File: config.mk
export PLATFORM = sky130hd
export DESIGN_NAME = regfile_2r1w
export DESIGN_NICKNAME = d
export VERILOG_FILES = /design/src/rtl/regfile_pkg.sv /design/src/rtl/regfile_read_mux.sv /design/src/rtl/regfile_2r1w.sv
export SDC_FILE = /design/constraint.sdc
export NUM_CORES = 1
export LEC_CHECK = 0
export CELL_PAD_IN_SITES_DETAIL_PLACEMENT = 2
export CELL_PAD_IN_SITES_GLOBAL_PLACEMENT = 2
export CORE_MARGIN = 3
export CORE_UTILIZATION = 41
export CTS_CLUSTER_SIZE = 20
export DETAILED_ROUTE_END_ITERATION = 6
export MAX_ROUTING_LAYER = met4
export PLACE_DENSITY_LB_ADDON = 0.1
export SLEW_MARGIN = 25
export SYNTH_ARGS = -nofsm -noshare
export SYNTH_HDL_FRONTEND = slang
export SYNTH_HIERARCHICAL = 1
export SYNTH_SLANG_ARGS = --single-unit
File: constraint.sdc
create_clock -name clk -period 4.1 [get_ports clk]
set_clock_uncertainty 0.05 [all_clocks]
set_input_delay 1.025 -clock clk [delete_from_list [all_inputs] [get_ports clk]]
set_output_delay 1.025 -clock clk [all_outputs]
set_load 0.02 [all_outputs]
File: src/rtl/regfile_pkg.sv
// Shared definitions for the 2-read/1-write register file.
// Build option: define REGFILE_BYPASS_EN for write-first (forwarding) reads.
package regfile_pkg;

    localparam int REGFILE_WIDTH_DEF = 4;
    localparam int REGFILE_DEPTH_DEF = 8;

    // Read/write ordering on a same-cycle collision; lets benches name the mode.
    typedef enum logic {
        RD_FIRST = 1'b0,
        WR_FIRST = 1'b1
    } regfile_mode_e;

    // Address width, never below one bit so a degenerate depth still has a port.
    function automatic int regfile_aw(input int depth);
        int w;
        w = $clog2(depth);
        return (w < 1) ? 1 : w;
    endfunction

endpackage

File: src/rtl/regfile_read_mux.sv
// DEPTH:1 combinational read select over a flattened register array.
// Addresses at or beyond DEPTH yield zero.
module regfile_read_mux
    import regfile_pkg::*;
#(
    parameter int WIDTH = REGFILE_WIDTH_DEF,
    parameter int DEPTH = REGFILE_DEPTH_DEF,
    parameter int AW    = regfile_aw(DEPTH)
) (
    input  logic [DEPTH*WIDTH-1:0] flat,
    input  logic [AW-1:0]          addr,
    output logic [WIDTH-1:0]       data
);

    // Pick the addressed entry; no match (out of range) leaves the zero default.
    always_comb begin
        data = '0;
        for (int unsigned i = 0; i < DEPTH; i++) begin
            if (32'(addr) == i) begin
                data = flat[i*WIDTH +: WIDTH];
            end
        end
    end

endmodule

File: src/rtl/regfile_2r1w.sv
// Parametrised register file: one synchronous write port, two registered
// read ports with one-cycle valid strobes, synchronous bulk clear and
// out-of-range address protection.
// Build option: REGFILE_BYPASS_EN selects write-first reads (forwarding);
// undefined gives read-first reads from the array only.
module regfile_2r1w
    import regfile_pkg::*;
#(
    parameter int WIDTH = REGFILE_WIDTH_DEF,
    parameter int DEPTH = REGFILE_DEPTH_DEF,
    parameter int AW    = regfile_aw(DEPTH)
) (
    input  logic             clk,
    input  logic             rst,
    input  logic             we,
    input  logic [AW-1:0]    waddr,
    input  logic [WIDTH-1:0] wdata,
    input  logic             clr,
    input  logic             re_a,
    input  logic [AW-1:0]    raddr_a,
    output logic [WIDTH-1:0] rdata_a,
    output logic             rvalid_a,
    input  logic             re_b,
    input  logic [AW-1:0]    raddr_b,
    output logic [WIDTH-1:0] rdata_b,
    output logic             rvalid_b
);

    logic [WIDTH-1:0]       mem [DEPTH];
    logic [DEPTH*WIDTH-1:0] mem_flat;
    logic [WIDTH-1:0]       mux_a;
    logic [WIDTH-1:0]       mux_b;
    logic [WIDTH-1:0]       nxt_a;
    logic [WIDTH-1:0]       nxt_b;
    logic                   wr_ok;

    // A write lands only when not overridden by clear and the address exists.
    assign wr_ok = we && !clr && (32'(waddr) < DEPTH);

    // Register array: async reset, clear beats write, out-of-range writes drop.
    always_ff @(posedge clk or posedge rst) begin
        if (rst) begin
            for (int unsigned i = 0; i < DEPTH; i++) begin
                mem[i] <= '0;
            end
        end else if (clr) begin
            for (int unsigned i = 0; i < DEPTH; i++) begin
                mem[i] <= '0;
            end
        end else if (wr_ok) begin
            mem[waddr] <= wdata;
        end
    end

    // Present the array as one flat vector for the read selectors.
    always_comb begin
        mem_flat = '0;
        for (int unsigned i = 0; i < DEPTH; i++) begin
            mem_flat[i*WIDTH +: WIDTH] = mem[i];
        end
    end

    regfile_read_mux #(
        .WIDTH (WIDTH),
        .DEPTH (DEPTH),
        .AW    (AW)
    ) u_mux_a (
        .flat (mem_flat),
        .addr (raddr_a),
        .data (mux_a)
    );

    regfile_read_mux #(
        .WIDTH (WIDTH),
        .DEPTH (DEPTH),
        .AW    (AW)
    ) u_mux_b (
        .flat (mem_flat),
        .addr (raddr_b),
        .data (mux_b)
    );

`ifdef REGFILE_BYPASS_EN
    // Write-first: a same-cycle clear reads as zero, a landing write forwards.
    // Matching on wr_ok keeps out-of-range reads at zero even when waddr matches.
    always_comb begin
        nxt_a = mux_a;
        nxt_b = mux_b;
        if (clr) begin
            nxt_a = '0;
            nxt_b = '0;
        end else begin
            if (wr_ok && (raddr_a == waddr)) nxt_a = wdata;
            if (wr_ok && (raddr_b == waddr)) nxt_b = wdata;
        end
    end
`else
    // Read-first: the array contents from before the edge are returned.
    always_comb begin
        nxt_a = mux_a;
        nxt_b = mux_b;
    end
`endif

    // Port A output stage: valid strobes per request, data holds when idle.
    always_ff @(posedge clk or posedge rst) begin
        if (rst) begin
            rdata_a  <= '0;
            rvalid_a <= 1'b0;
        end else begin
            rvalid_a <= re_a;
            if (re_a) rdata_a <= nxt_a;
        end
    end

    // Port B output stage: identical behaviour to port A.
    always_ff @(posedge clk or posedge rst) begin
        if (rst) begin
            rdata_b  <= '0;
            rvalid_b <= 1'b0;
        end else begin
            rvalid_b <= re_b;
            if (re_b) rdata_b <= nxt_b;
        end
    end

endmodule

==> flow_summary.yaml <==
status:
  status: "finished, final reports clean"
drt:
  wire_per_inst_microns: 24.9
  drtIter0Drc: 60
  drtAntennaViolNets: 0
  drcViolationCount: 0
  dr.pass1.iters: 4
  totalWireLength_microns: 6830
  vias_per_cell: 5.84
  vias: 1600
global_routing:
  grt_use_total: 0.217
  grt_pass1_vias: 1849
  grt_overflow_total: 0
  grt_first_pass_wirelength_microns: 10800
  grt_max_degree: 43
  antenna_found_initial: 0
clocking:
  numCtsBuffers: 5
  cts_buffer_depth: 2
  insertion_delay_ns: 0.30
  cts_sinks: 42
  cts_root_buf: "clkbuf_8"
  cts_hold_buf: 0
  path_clk_slew_ns: 0.07
  cts_resized: 0
  h-tree-depth: 2
  tritoncts: "done"
  cts_setup_buffers: 0
floorplanning:
  pin_count: 29
  core_area_sq_mm: 0.00561
  die_y_microns: 82.8
  initial_core_util: 0.432
  die-width_microns: 82.8
  die_area_sq_mm: 0.00686
  num_rows: 27
pwr:
  power_density_mw_per_mm2: 299
  vdd_drop_max_mv: 0.200
  p_leak_uw: 0.00137
logic_synthesis:
  yosysSeqAreaShare: 0.434
  synth_cell_types: 20
  netlist_instances: 187
  ys_seq_elements: 42
  syn_area_sq_mm: 0.00242
  ys_top_cells_by_area: "dfrtp_1 (43%), mux4_1 (15%), mux2i_1 (13%)"
  yosys_warnings: 6
  synth_largest_area_cell: "dfrtp_1"
  synthesis.nets: 206
  syn_area_per_cell_sq_um: 12.9
  synth_top_area_share: 0.434
setup_path:
  crit_slowest_cell: "clkdlybuf4s50_1"
  cp_max_fo: 11
  worstRegToRegCells: 4
  crit_path_max_incr_delay_ns: 0.86
  critPathMostFrequentCell: "mux2_2"
  r2r_end: "rdata_b[0]"
  required_ns: 4.24
  crit_arrival_ns: 3.11
  startpoint: "raddr_a[0]"
  critPathKind: "primary input to flop"
  r2r_setup_slack_ns: 2.33
  path_cells: "clkdlybuf4s50_1 > mux4_1 > mux2_2 > mux2_2"
  r2r_start: "mem[8]"
  setup.worst_path.end: "rdata_a[3]"
  crit_path_end_kind: "flop"
  startpoint_type: "primary input"
place:
  place_area_sq_mm: 0.00269
  routabilityCongestion: 0.772
  hpwl_microns: 5210
  port_buffers: 28
cells_and_area:
  fin_util: 0.495
  antenna_cells: 0
  final_cell_area_sq_mm: 0.00278
  areaGrowthSynthToFinish_pct: 14.7
  fin_nets: 220
  drive_above_1_share: 0.114
timing:
  maxSlewViolCount: 0
  period_needed_ns: 2.98
  tns_ns: 0
  rsz0062_at_grt: "no"
  setup-violations-final: 0
  finalCritPeriodShare: 0.727
  tightest_slew_ns: 0.607
  hold_viol: 0
  slew_headroom: 0.594
  timing.fmax_mhz: 336
flow_run:
  timing.max_cap.violations: 0
worst_hold_path:
  hold_path_class: "flop to flop"
sequential cells by signal, summed over array words and instances (netlist names):
name / flops
rdata_b: 4
rvalid_b: 1
rvalid_a: 1
mem: 32
rdata_a: 4
cell usage in the layout (no fill, tap or decap), types with 2 or more instances in the layout:
master,instances
nor2_1,2
mux2i_1,32
nand4bb_1,3
dfrtp_1,42
o31a_1,2
nand2_1,2
nand2b_1,38
mux2_2,14
o21ai_0,4
a21oi_1,2
o32ai_1,2
clkbuf_8,6
nand3b_1,2
clkdlybuf4s50_1,27
nand4b_1,3
mux4_1,14
final cells by class:
cell class	instances	area [sq um]
fill	558	2830
multi-input combinational	122	1260
sequential	42	1050
timing repair buffer	29	283
tap	72	90.1
clock buffer	7	86.3
clock inverter	1	5.00
inverter	1	3.75
power breakdown:
part | internal, uW | switching, uW | total, uW
logic | 57.9 | 60.4 | 118
clock network | 136 | 142 | 278
registers | 426 | 9.32 | 435
total | 620 | 212 | 831
worst max-delay path: cells and delay by family:
family                 cells  cell delay (ns)
multiplexers               3             1.23
buffers and inverters      1             0.86
how the worst min path moves through the flow:
stage               startpoint         end  slack (ns)  depth (start not counted)
global route        rdata_b[0]  rdata_b[0]        0.49                          1
global placement    rdata_b[0]  rdata_b[0]        0.44                          1
detailed placement  rdata_b[0]  rdata_b[0]        0.45                          1
finish              rdata_b[0]  rdata_b[0]        0.46                          1
floorplan               mem[0]      mem[0]        0.47                          2
CTS                 rdata_b[0]  rdata_b[0]        0.47                          1
stage by stage:
| stage | hold slack [ns] | worst slack (ns) | instances | total power, uW |
|---|---|---|---|---|
| global placement | 0.440 | 0.892 | 266 | 553 |
| floorplan | 0.469 | 1.75 | 187 | 514 |
| global route | 0.492 | 1.07 | 274 | 870 |
| CTS | 0.466 | 1.13 | 274 | 840 |
| detailed placement | 0.448 | 0.802 | 266 | 563 |
| finish | 0.460 | 1.12 | 274 | 831 |
synth_stat cells, drive strengths merged:
| library cell | number |
|---|---|
| buf | 6 |
| mux2i | 32 |
| nand4b | 3 |
| a21oi | 2 |
| o32ai | 2 |
| nand4bb | 3 |
| nand2b | 38 |
| or4b | 1 |
| o21ai | 4 |
| and4 | 1 |
| o31a | 2 |
| mux2 | 14 |
| nand3b | 2 |
| nor2 | 2 |
| nand2 | 2 |
| inv | 1 |
| mux4 | 14 |
| dfrtp | 42 |
| clkbuf | 16 |
layer usage:
metal,wire (microns),GRT usage
met5,0,-
met4,151,0.0802
met3,198,0.0407
met2,3830,0.395
met1,2640,0.234
cell families (layout without fill, tap and decap cells):
family          Yosys count  after routing  share of synthesized area
buf+inv                  23             38                     0.0465
compound gates           10             10                     0.0269
mux                      60             60                      0.349
flops                    42             42                      0.434
simple gates             52             52                      0.143
No activity file was read; power rests on OpenSTA's default activity.
